--- src/rtl/mem_arb_pkg.sv ---
// Shared types for the fetch/data memory arbiter.
// Holds the FSM state encoding and the grant encoding used by the arbiter and its selector.
package mem_arb_pkg;

    typedef enum logic [1:0] {
        IDLE   = 2'd0,
        ACCESS = 2'd1,
        RESP   = 2'd2
    } state_t;

    typedef enum logic {
        GNT_IF = 1'b0,
        GNT_D  = 1'b1
    } gnt_t;

    localparam int CNT_W = 3;

endpackage

--- src/rtl/arb_rr2.sv ---
// Two-way round-robin selector: one-hot grant (bit0 fetch, bit1 data).
// Latency: combinational. Backpressure: none; a tie goes to the side not granted last.
module arb_rr2
    import mem_arb_pkg::*;
(
    input  logic [1:0] req,
    input  gnt_t       last,
    output logic [1:0] gnt
);

    always_comb begin
        gnt = req;
        if (req == 2'b11) begin
            gnt = (last == GNT_D) ? 2'b01 : 2'b10;
        end
    end

endmodule

--- src/rtl/mem_arbiter.sv ---
// Shares one single-port memory between instruction fetch and data load/store ports.
// Latency: read ack LAT+1 cycles after grant edge's cycle, store ack 2 cycles after request.
// Backpressure: requesters hold req until their one-cycle ack; stall covers the wait.
module mem_arbiter
    import mem_arb_pkg::*;
#(
    parameter int LAT = 2,
    parameter int AW  = 32
) (
    input  logic          clk,
    input  logic          rst,
    input  logic          if_req,
    input  logic [AW-1:0] if_addr,
    output logic          if_ack,
    output logic [31:0]   if_rdata,
    input  logic          d_req,
    input  logic          d_we,
    input  logic [AW-1:0] d_addr,
    input  logic [31:0]   d_wdata,
    output logic          d_ack,
    output logic [31:0]   d_rdata,
    output logic          mem_en,
    output logic          mem_we,
    output logic [AW-1:0] mem_addr,
    output logic [31:0]   mem_wdata,
    input  logic [31:0]   mem_rdata,
    output logic          stall
);

    localparam logic [CNT_W-1:0] LAT_LAST = CNT_W'(LAT - 1);

    state_t           state;
    state_t           state_nxt;
    logic [CNT_W-1:0] cnt;
    gnt_t             last;
    gnt_t             sel;
    logic [AW-1:0]    addr_q;
    logic             we_q;
    logic [31:0]      wdata_q;
    logic [31:0]      if_rdata_q;
    logic [31:0]      d_rdata_q;
    logic [1:0]       req_eff;
    logic [1:0]       gnt;
    logic             grant;
    logic             access_done;

    assign if_ack   = (state == RESP) && (sel == GNT_IF);
    assign d_ack    = (state == RESP) && (sel == GNT_D);
    assign if_rdata = if_rdata_q;
    assign d_rdata  = d_rdata_q;
    assign stall    = (if_req & ~if_ack) | (d_req & ~d_ack);

    // The requester being acked this cycle must not be granted again off its stale req.
    assign req_eff = {d_req & ~d_ack, if_req & ~if_ack};

    arb_rr2 u_rr (
        .req  (req_eff),
        .last (last),
        .gnt  (gnt)
    );

    assign grant       = (state != ACCESS) && (gnt != 2'b00);
    assign access_done = (state == ACCESS) && (we_q || (cnt == LAT_LAST));

    always_ff @(posedge clk) begin
        if (!rst) begin
            state <= IDLE;
        end else begin
            state <= state_nxt;
        end
    end

    always_comb begin
        state_nxt = state;
        mem_en    = 1'b0;
        mem_we    = 1'b0;
        mem_addr  = '0;
        mem_wdata = '0;
        unique case (state)
            IDLE, RESP: state_nxt = grant ? ACCESS : IDLE;
            ACCESS: begin
                mem_en    = 1'b1;
                mem_we    = we_q;
                mem_addr  = addr_q;
                mem_wdata = wdata_q;
                if (access_done) begin
                    state_nxt = RESP;
                end
            end
            default: state_nxt = IDLE;
        endcase
    end

    always_ff @(posedge clk) begin
        if (!rst) begin
            cnt        <= '0;
            last       <= GNT_D;
            sel        <= GNT_IF;
            addr_q     <= '0;
            we_q       <= 1'b0;
            wdata_q    <= '0;
            if_rdata_q <= '0;
            d_rdata_q  <= '0;
        end else begin
            if (grant) begin
                cnt <= '0;
                if (gnt[0]) begin
                    sel     <= GNT_IF;
                    last    <= GNT_IF;
                    addr_q  <= if_addr;
                    we_q    <= 1'b0;
                    wdata_q <= '0;
                end else begin
                    sel     <= GNT_D;
                    last    <= GNT_D;
                    addr_q  <= d_addr;
                    we_q    <= d_we;
                    wdata_q <= d_we ? d_wdata : '0;
                end
            end else if ((state == ACCESS) && !access_done) begin
                cnt <= cnt + CNT_W'(1);
            end
            // Read data lands in the port register on the edge into RESP, so it is valid with ack.
            if (access_done && !we_q) begin
                if (sel == GNT_IF) begin
                    if_rdata_q <= mem_rdata;
                end else begin
                    d_rdata_q <= mem_rdata;
                end
            end
        end
    end

endmodule

--- config.mk ---
export PLATFORM = sky130hd
export DESIGN_NAME = mem_arbiter
export DESIGN_NICKNAME = d
export VERILOG_FILES = /design/src/rtl/mem_arb_pkg.sv /design/src/rtl/arb_rr2.sv /design/src/rtl/mem_arbiter.sv
export SDC_FILE = /design/constraint.sdc
export NUM_CORES = 1
export LEC_CHECK = 0
export ABC_CLOCK_PERIOD_IN_PS = 2700
export CAP_MARGIN = 5
export CORE_MARGIN = 4
export CORE_UTILIZATION = 44
export DETAILED_ROUTE_END_ITERATION = 16
export HOLD_SLACK_MARGIN = 0.05
export MAX_ROUTING_LAYER = met4
export PLACE_DENSITY = 0.95
export SLEW_MARGIN = 20
export SYNTH_ARGS = -nofsm -noshare
export SYNTH_HDL_FRONTEND = slang
export SYNTH_SLANG_ARGS = --single-unit
--- constraint.sdc ---
create_clock -name clk -period 2.7 [get_ports clk]
set_clock_uncertainty 0.1 [all_clocks]
set_input_delay 0.405 -clock clk [delete_from_list [all_inputs] [get_ports clk]]
set_output_delay 0.405 -clock clk [all_outputs]
set_load 0.005 [all_outputs]
==> reports/results.ini, run 1 <==
[clock_tree]
insertion_delay_ns = 0.40
cts_buffer_depth = 2
path_clk_slew_ns = 0.05
hold_buffers = 0
cts_sinks = 136
clockRootBuffer = clkbuf_16
postCtsSetupBuffers = 0
post_cts_resized = 0
htreeDepth = 4
cts_made_buffers = 17
cts_tree = yes

[timing]
finalMaxSlewViolations = 0
finalSetupViolations = 0
rsz0062_at_grt = no
layout_setup_ws_ns = 0.122
tightest_slew_ns = 1.02
fmax_mhz = 388
maxSlewHeadroom = 0.318
setup_tns_ns = 0
min_period_over_period = 0.955
holdWs_ns = 0.160
hold_viol = 0
finalCriticalPeriod_ns = 2.58

[worst_setup_path]
path_buf_inv = 3
cp.depth = 5
reg2reg_to = addr_q[7]
crit_path_start = state[0]
critPathCapture = mem_wdata[29]
crit_fanout = 43
r2r_cells = 4
crit_chain = nand2b_1 > inv_1 > buf_4 > and2_1 > clkdlybuf4s50_1
cp.required_ns = 2.19
cp_slowest_cell = clkdlybuf4s50_1
cp.arrival_ns = 2.07
cp-start-kind = flip-flop
criticalPathCategory = reg2out
rrSetupSlack_ns = 0.52
cp_top_family = buffers and inverters
max_stage_delay_ns = 0.56
reg2reg_from = state[0]
crit_path_end_kind = output port

[synth]
synth_cell_types = 36
ys.flop_type = dfxtp_1
yosysWarnings = 0
synth_top_family_by_area = compound AO/OA/AOI/OAI gates
synth-xor-area-share = 0.00316
async_flop_share = 0
synthSimpleGateAreaFrac = 0.188
synth_fa_ha_area_frac = 0.00451
synth_edf_count = 0
ys_seq_area_frac = 0.490
synth_nets = 718
synth_area_mm2 = 0.00555
synth_seq_cells = 136
synth_compound_area_frac = 0.205
synthTopCellsByArea = dfxtp_1 (49%), nand2_1 (8.8%), a21boi_1 (8.1%)
synthMuxAreaShare = 0.0577
synth_commonest_cells = dfxtp_1 (136), nand2_1 (130), and2_1 (66)
synth_area_leader_cell = dfxtp_1
netlist_instances = 583
avgSynthCellArea_um2 = 9.52
synth_top_area_frac = 0.490
synth.most_common_cell = dfxtp_1

[global_route]
grt_pass1_vias = 5268
grt_pass1_wl_um = 27100
grt_remaining_overflow = 0
antenna_found_initial = 0
grt_use_total = 0.242
grt_max_degree = 67

[placement]
dp_hpwl_um = 12400
gp_congestion = 0.881
port_buffers = 265
placed_area_mm2 = 0.00830
pre_cts_slack_ns = 0.148
dp.cells = 983

[finish]
final_area_mm2 = 0.00881
stdcell_count = 1012
area_growth_pct = 58.7
drive_gt1_frac = 0.0581
num-nets-final = 969
diodes = 0

[power]
p_leak_uw = 0.00331
switching_share = 0.230
ir_worst_vdd_mv = 0.395
power.share.combinational = 0.136
power_density_mw_per_mm2 = 549
switchingPower_uw = 1110
p_clk_frac = 0.421
intPower_uw = 3730
power_frac_seq = 0.444

[floorplanning]
start_util = 0.456
fp.dieH_um = 120
row_count = 40
ios = 266
die_area_mm2 = 0.0145
core_mm2 = 0.0122
die_w_um = 120

[routing]
wl_met3_um = 1290
drc = 0
drtIter0Drc = 324
drt-total-wl_um = 17100
wl_met1_um = 6880
firstDrtPassIters = 6
routed_via_density = 5.02
wl_per_cell_um = 16.9
vias = 5081
top_layer = met4
final_antenna_net_count = 0
wl_met2_um = 8690

[flow_run]
cap_violations = 0

[outcome]
status = complete, no violations

[min_path]
hold_class = in2reg

[layout by cell type, fill, tap and decap left out, types with 2 or more instances in the layout]
master / count
clkdlybuf4s50_1: 264
mux2i_1: 32
dfxtp_1: 136
inv_1: 5
clkbuf_1: 4
nor4_4: 2
a21boi_1: 60
nand2b_1: 3
and2_1: 66
ha_1: 2
xnor2_1: 2
clkbuf_8: 4
nand2_1: 130
nor3_1: 2
o21ai_0: 3
buf_4: 14
a21boi_0: 4
clkinv_2: 4
or4_1: 2
a22o_1: 32
nor2_1: 6
o2bb2ai_1: 32
clkbuf_16: 17
[worst min-delay path by stage]
| stage | from | end | slack (ns) | cells after the start |
|---|---|---|---|---|
| 2_1_floorplan | addr_q[0] | addr_q[0] | 0.32 | 1 |
| 3_3_place_gp | addr_q[29] | addr_q[29] | 0.34 | 1 |
| 3_5_place_dp | addr_q[29] | addr_q[29] | 0.34 | 1 |
| 4_1_cts | rst | last | 0.14 | 2 |
| 5_1_grt | rst | last | 0.15 | 2 |
| 6_report | rst | last | 0.16 | 2 |
[registers in the layout (all words and copies together) (netlist names)]
register	cells
sel	1
if_rdata	32
d_rdata	32
cnt	3
wdata_q	32
we_q	1
addr_q	32
last	1
state	2
[through the flow]
stage          power [uW]   util
5_1_grt              5030  0.725
6_report             4840  0.725
3_3_place_gp         2830  0.682
3_5_place_dp         2840  0.682
4_1_cts              4880  0.725
2_1_floorplan        2470      -
[logic make-up after synthesis]
group / count (synthesis)
adder cells (fa/ha/maj): 2
XOR/XNOR: 2
multiplexers: 32
AND/OR/NAND/NOR: 216
AO/OA/AOI/OAI: 141
buffers and inverters: 54
flip-flops: 136
[cell type report]
type                            instances  area [um^2]
Clock buffer                           25          495
Inverter                                6         22.5
Timing Repair Buffer                  280         2770
Clock inverter                          4         20.0
Sequential cell                       136         2720
Tap cell                              168          210
Fill cell                             859         3350
Multi-Input combinational cell        393         2570
[power by group through the flow]
stage,Sequential [uW],Clock (uW),Combinational (uW)
final,2150,2040,657
after global routing,2160,2170,710
after CTS,2150,2070,661
after detailed placement,2180,0,657
after global placement,2180,0,645
after floorplan,2170,0,300
[layer usage]
metal | track usage | vias up
met5 | - | -
met4 | 0.0751 | 0
met3 | 0.0706 | 21
met2 | 0.409 | 199
met1 | 0.280 | 2382
li1 | - | 2479
Power figures use the tool's default switching activity.
==> run 2, diff against run 1 <==
--- a/config.mk
+++ b/config.mk
@@ -13,6 +13,7 @@
 export HOLD_SLACK_MARGIN = 0.05
 export MAX_ROUTING_LAYER = met4
 export PLACE_DENSITY = 0.95
+export REMOVE_ABC_BUFFERS = 1
 export SLEW_MARGIN = 20
 export SYNTH_ARGS = -nofsm -noshare
 export SYNTH_HDL_FRONTEND = slang
==> run 2 against run 1 <==
Worst hold slack better by 0.0060 ns. Count of clock-buffer cells in the layout did not move. Largest power group is now clock. First-iteration DRC count shrank 2.8%. Flip-flop and latch count did not move. Critical path depth unchanged. Setup slack gained 0.056 ns. Non-clock buffer count decreased by 2. Largest cell class unchanged. Sequential share of layout area down 0.21 points. Critical path type unchanged.
==> reports/results.ini, run 2 (synthesis results as in run 1) <==
[global_route]
grt_pass1_wl_um = 27000  ; was 27100 um
grt_use_met2 = 0.405  ; was 0.409
met3_usage = 0.0659  ; was 0.0706
gr-usage-met1 = 0.270  ; was 0.280
grt_pass1_vias = 5207  ; was 5268
grt-busiest-layer = met2  ; unchanged
antenna_found_initial = 0  ; unchanged
grt_remaining_overflow = 0  ; unchanged
grt_use_total = 0.243  ; was 0.242
grt_max_degree = 68  ; was 67

[placement]
port_buffers = 265  ; unchanged
placed_area_mm2 = 0.00828  ; was 0.00830 mm^2
dp_hpwl_um = 12400  ; about the same
gp_congestion = 0.844  ; was 0.881

[floorplanning]
die_area_mm2 = 0.0145  ; unchanged
fp.dieH_um = 120  ; unchanged
ios = 266  ; unchanged
die_w_um = 120  ; unchanged
core_mm2 = 0.0122  ; unchanged
row_count = 40  ; unchanged
start_util = 0.456  ; unchanged

[routing]
drt-total-wl_um = 17600  ; was 17100 um
firstDrtPassIters = 5  ; was 6
drc = 0  ; unchanged
final_antenna_net_count = 0  ; unchanged
routed_via_density = 5.09  ; was 5.02
drtIter0Drc = 315  ; was 324
wl_per_cell_um = 17.4  ; was 16.9 um
vias = 5156  ; was 5081

[worst_setup_path]
cp_slowest_cell = clkdlybuf4s50_1  ; unchanged
crit_fanout = 54  ; was 43
crit_chain = nand2b_1 > inv_1 > buf_6 > and2_1 > clkdlybuf4s50_1  ; was nand2b_1 > inv_1 > buf_4 > and2_1 > clkdlybuf4s50_1
cp.arrival_ns = 2.02  ; was 2.07 ns
cp.required_ns = 2.19  ; about the same
crit_path_end_kind = output port  ; unchanged
max_stage_delay_ns = 0.55  ; was 0.56 ns
cp-start-kind = flip-flop  ; unchanged
criticalPathCategory = reg2out  ; unchanged

[timing]
finalCriticalPeriod_ns = 2.52  ; was 2.58 ns
fmax_mhz = 397  ; was 388 MHz
min_period_over_period = 0.934  ; was 0.955
hold_viol = 0  ; unchanged
finalMaxSlewViolations = 0  ; unchanged
setup_tns_ns = 0  ; unchanged
tightest_slew_ns = 1.10  ; was 1.02 ns
maxSlewHeadroom = 0.270  ; was 0.318
holdWs_ns = 0.166  ; was 0.160 ns
rsz0062_at_grt = no  ; unchanged
finalSetupViolations = 0  ; unchanged

[finish]
area_growth_pct = 59.8  ; was 58.7%
fillers = 844  ; was 859
num-nets-final = 967  ; was 969
final_core_util = 0.730  ; was 0.725
final_cell_mix = clkdlybuf4s50_1 (264), dfxtp_1 (136), nand2_1 (130)  ; unchanged
final_common_cell = clkdlybuf4s50_1  ; unchanged
drive_gt1_frac = 0.0592  ; was 0.0581
final_area_mm2 = 0.00887  ; was 0.00881 mm^2
diodes = 0  ; unchanged

[power]
p_leak_uw = 0.00332  ; was 0.00331 uW
power_density_mw_per_mm2 = 573  ; was 549 mW/mm^2
ir_worst_vdd_mv = 0.811  ; was 0.395 mV

[clock_tree]
htreeDepth = 4  ; unchanged
cts_buffer_depth = 2  ; unchanged
cts_sinks = 136  ; unchanged
cts_tree = yes  ; unchanged
insertion_delay_ns = 0.41  ; was 0.40 ns
cts_made_buffers = 17  ; unchanged
path_clk_slew_ns = 0.06  ; was 0.05 ns
clockRootBuffer = clkbuf_16  ; unchanged
hold_buffers = 0  ; unchanged

[min_path]
hold_class = in2reg  ; unchanged

[flow_run]
cap_violations = 0  ; unchanged

[outcome]
status = complete, no violations  ; unchanged

[run 2: cell types whose count changed in the layout (fill, tap and decap cells not counted)]
cell,before,now
clkinv_4,0,1
clkinv_2,4,3
bufinv_16,0,2
clkinvlp_4,0,1
buf_4,14,11
buf_6,0,1
[run 2: path summary, 6_finish.rpt]
path | startpoint | slack (ns) | to | cells after the start
worst max-delay path | state[0] | 0.18 | mem_addr[24] | 5
worst min register to register | if_rdata[5] | 0.35 | if_rdata[5] | 2
worst max register to register | sel | 0.50 | addr_q[8] | 4
worst min-delay path | rst | 0.17 | last | 2
[run 2: layout make-up]
class	count	area, um^2	area share
repair buffers	278	2760	0.311
flip-flops and latches	136	2720	0.307
multi-input cells	393	2570	0.290
clock buffers	25	495	0.0558
well taps	168	210	0.0237
clock inverters	7	91.3	0.0103
inverters	6	22.5	0.00254
[run 2: worst max-delay path: cells and delay by family, from the launching register on]
kind	cells	cell delay, ns
buffers and inverters	3	0.94
flip-flops	1	0.38
AND/OR/NAND/NOR	2	0.28
[run 2: repair_timing]
item | CTS | global route
setup endpoints to repair | 0 | 36
buffers inserted | 0 | 0
resized for setup | 0 | 1
[run 2: layer usage]
metal / part of all wire / up-vias
li1: - / 2490
met1: 0.40 / 2442
met2: 0.51 / 170
met3: 0.054 / 54
met4: 0.045 / 0
met5: 0 / -
[run 2: stage by stage]
stage | std cells | worst slack [ns] | total power, uW
after floorplan | 535 | 0.257 | 2420
after global placement | 981 | 0.319 | 2820
after detailed placement | 981 | 0.243 | 2830
after CTS | 1013 | 0.0621 | 5120
after global routing | 1013 | 0.0498 | 5270
final | 1013 | 0.179 | 5080
[run 2: power breakdown]
| part | leakage (uW) | internal [uW] | switching, uW |
|---|---|---|---|
| Clock | 0.000287 | 1460 | 828 |
| Sequential | 0.00110 | 2090 | 51.2 |
| Combinational | 0.00193 | 384 | 270 |
==> run 3, diff against run 2 <==
--- a/config.mk
+++ b/config.mk
@@ -7,12 +7,12 @@
 export LEC_CHECK = 0
 export ABC_CLOCK_PERIOD_IN_PS = 2700
 export CAP_MARGIN = 5
-export CORE_MARGIN = 4
-export CORE_UTILIZATION = 44
+export CORE_AREA = 4 4 102 104
 export DETAILED_ROUTE_END_ITERATION = 16
-export HOLD_SLACK_MARGIN = 0.05
-export MAX_ROUTING_LAYER = met4
-export PLACE_DENSITY = 0.95
+export DIE_AREA = 0 0 106 108
+export DONT_BUFFER_PORTS = 1
+export HOLD_SLACK_MARGIN = 0.03
+export PLACE_DENSITY = 0.84
 export REMOVE_ABC_BUFFERS = 1
 export SLEW_MARGIN = 20
 export SYNTH_ARGS = -nofsm -noshare
==> run 3 against run 2 <==
Setup slack got worse by 0.048 ns. First-iteration DRC count decreased by 9.5%. Non-clock buffer count decreased by 139. Core utilization increased by 5.5 points. Maximum frequency decreased by 1.9%. Routed wire length increased by 1.7%. Clock power increased by 7%. Sequential share of layout area increased by 5.7 points. Worst hold slack got worse by 0.11 ns. Die area decreased by 21%. Cell count decreased by 17%. Combinational power decreased by 15%. Critical path type unchanged.
==> reports/results.ini, run 3 (synthesis results as in run 1) <==
[routing]
wl_per_cell_um = 21.3  ; was 17.4 um
final_antenna_net_count = 0  ; unchanged
vias = 4899  ; was 5156
drtIter0Drc = 285  ; was 315
drt-total-wl_um = 17900  ; was 17600 um
routed_via_density = 5.84  ; was 5.09
firstDrtPassIters = 7  ; was 5
drc = 0  ; unchanged

[worst_setup_path]
crit_path_end_kind = output port  ; unchanged
cp.arrival_ns = 2.06  ; was 2.02 ns
rrSetupSlack_ns = 0.14  ; was 0.50 ns
crit_chain = nand2b_1 > inv_1 > buf_6 > and2_1  ; was nand2b_1 > inv_1 > buf_6 > and2_1 > clkdlybuf4s50_1
cp.required_ns = 2.19  ; about the same
cp_slowest_cell = dfxtp_1  ; was clkdlybuf4s50_1
r2r_cells = 6  ; was 4
criticalPathCategory = reg2out  ; unchanged
crit_fanout = 66  ; was 54
reg2reg_from = sel  ; unchanged
max_stage_delay_ns = 0.38  ; was 0.55 ns
cp-start-kind = flip-flop  ; unchanged
reg2reg_to = addr_q[2]  ; was addr_q[8]

[power]
power_frac_seq = 0.419  ; was 0.422
power.share.combinational = 0.109  ; was 0.129
p_clk_frac = 0.473  ; was 0.449
power_density_mw_per_mm2 = 687  ; was 573 mW/mm^2
finalPower_uw = 5150  ; was 5080 uW
ir_worst_vdd_mv = 0.361  ; was 0.811 mV
intPower_uw = 3920  ; was 3930 uW
p_leak_uw = 0.00289  ; was 0.00332 uW
switchingPower_uw = 1230  ; was 1150 uW
switching_share = 0.239  ; was 0.226

[clock_tree]
cts_tree = yes  ; unchanged
cts_buffer_depth = 2  ; unchanged
insertion_delay_ns = 0.51  ; was 0.41 ns
path_clk_slew_ns = 0.06  ; about the same
cts_made_buffers = 17  ; unchanged
cts_sinks = 136  ; unchanged
postCtsSetupBuffers = 0  ; unchanged
htreeDepth = 4  ; unchanged
clockRootBuffer = clkbuf_8  ; was clkbuf_16

[placement]
dp_hpwl_um = 9600  ; was 12400 um
port_buffers = 0  ; was 265
pre_cts_slack_ns = 0.361  ; was 0.243 ns
dp.cells = 677  ; was 981
gp_congestion = 0.805  ; was 0.844

[finish]
final_common_cell = dfxtp_1  ; was clkdlybuf4s50_1
drive_gt1_frac = 0.0694  ; was 0.0592
num-nets-final = 828  ; was 967
fillers = 549  ; was 844
diodes = 0  ; unchanged
stdcell_count = 839  ; was 1013
final_core_util = 0.785  ; was 0.730
seqCellArea_mm2 = 0.00272  ; unchanged
area_growth_pct = 35.0  ; was 59.8%
final_cell_mix = dfxtp_1 (136), nand2_1 (130), dlygate4sd3_1 (129)  ; was clkdlybuf4s50_1 (264), dfxtp_1 (136), nand2_1 (130)
multiInputGateArea_mm2 = 0.00257  ; unchanged

[flow_run]
cap_violations = 0  ; unchanged

[floorplanning]
ios = 266  ; unchanged
row_count = 36  ; was 40
die_w_um = 106  ; was 120 um
start_util = 0.581  ; was 0.456
core_mm2 = 0.00955  ; was 0.0122 mm^2
fp.dieH_um = 108  ; was 120 um
die_area_mm2 = 0.0114  ; was 0.0145 mm^2

[timing]
setup_tns_ns = 0  ; unchanged
layout_setup_ws_ns = 0.131  ; was 0.179 ns
fmax_mhz = 389  ; was 397 MHz
tightest_slew_ns = 1.08  ; was 1.10 ns
min_period_over_period = 0.952  ; was 0.934
hold_viol = 0  ; unchanged
finalCriticalPeriod_ns = 2.57  ; was 2.52 ns
finalSetupViolations = 0  ; unchanged
finalMaxSlewViolations = 0  ; unchanged
maxSlewHeadroom = 0.283  ; was 0.270

[min_path]
hold_end = sel  ; was last
hold_class = in2reg  ; unchanged
hold_start = d_req  ; was rst
whs_path_depth = 2  ; unchanged

[global_route]
antenna_found_initial = 0  ; unchanged
grt_pass1_vias = 5120  ; was 5207
grt_remaining_overflow = 0  ; unchanged
grt_pass1_wl_um = 27300  ; was 27000 um
grt_max_degree = 68  ; unchanged
grt_use_total = 0.305  ; was 0.243

[outcome]
status = complete, no violations  ; unchanged

==> run 3: worst max-delay path by stage <==
stage / from / end / slack, ns / depth (start not counted)
after floorplan: state[0] / wdata_q[0] / 0.26 / 4
final: state[0] / mem_wdata[31] / 0.13 / 4
after global placement: state[0] / addr_q[17] / 0.55 / 5
after CTS: state[0] / mem_wdata[9] / 0.04 / 4
after detailed placement: state[1] / addr_q[19] / 0.36 / 4
after global routing: state[0] / mem_wdata[9] / -0.004 / 4
==> run 3: stage by stage <==
stage / hold slack (ns) / cell area [um^2]
after floorplan: 0.324 / 5290
after global placement: 0.337 / 5550
after detailed placement: 0.343 / 5550
after CTS: 0.0305 / 7460
after global routing: 0.0437 / 7490
final: 0.0597 / 7490
==> run 3: what timing repair did <==
action	4_1_cts	5_1_grt
endpoints found under the setup margin	0	91
gates resized for setup	0	2
hold buffers	128	2
hold endpoints to repair	130	1
==> run 3: power by group through the flow <==
stage	clock [uW]	combinational (uW)	sequential [uW]
2_1_floorplan	0	250	2170
3_3_place_gp	0	312	2190
3_5_place_dp	0	331	2190
4_1_cts	2440	526	2150
5_1_grt	2550	597	2160
6_report	2430	559	2160
==> run 3: worst max-delay path, delay by kind of cell (launching register included) <==
kind,cells,cell delay (ns)
buf+inv,2,0.63
flops,1,0.38
simple gates,2,0.52
==> run 3: area by class of cell <==
cell class,instances,area share
Clock buffer,19,0.0576
Clock inverter,13,0.0259
Inverter,6,0.00301
Multi-Input combinational cell,393,0.343
Sequential cell,136,0.363
Tap cell,133,0.0222
Timing Repair Buffer,139,0.185
==> run 3: per-layer routing <==
layer  vias to the layer above  GRT usage  routed length, um
li1                       2209          -                  -
met1                      2321      0.326               6490
met2                       293      0.528               8900
met3                        76      0.104               1630
met4                         0      0.173                859
met5                         -          0                  0
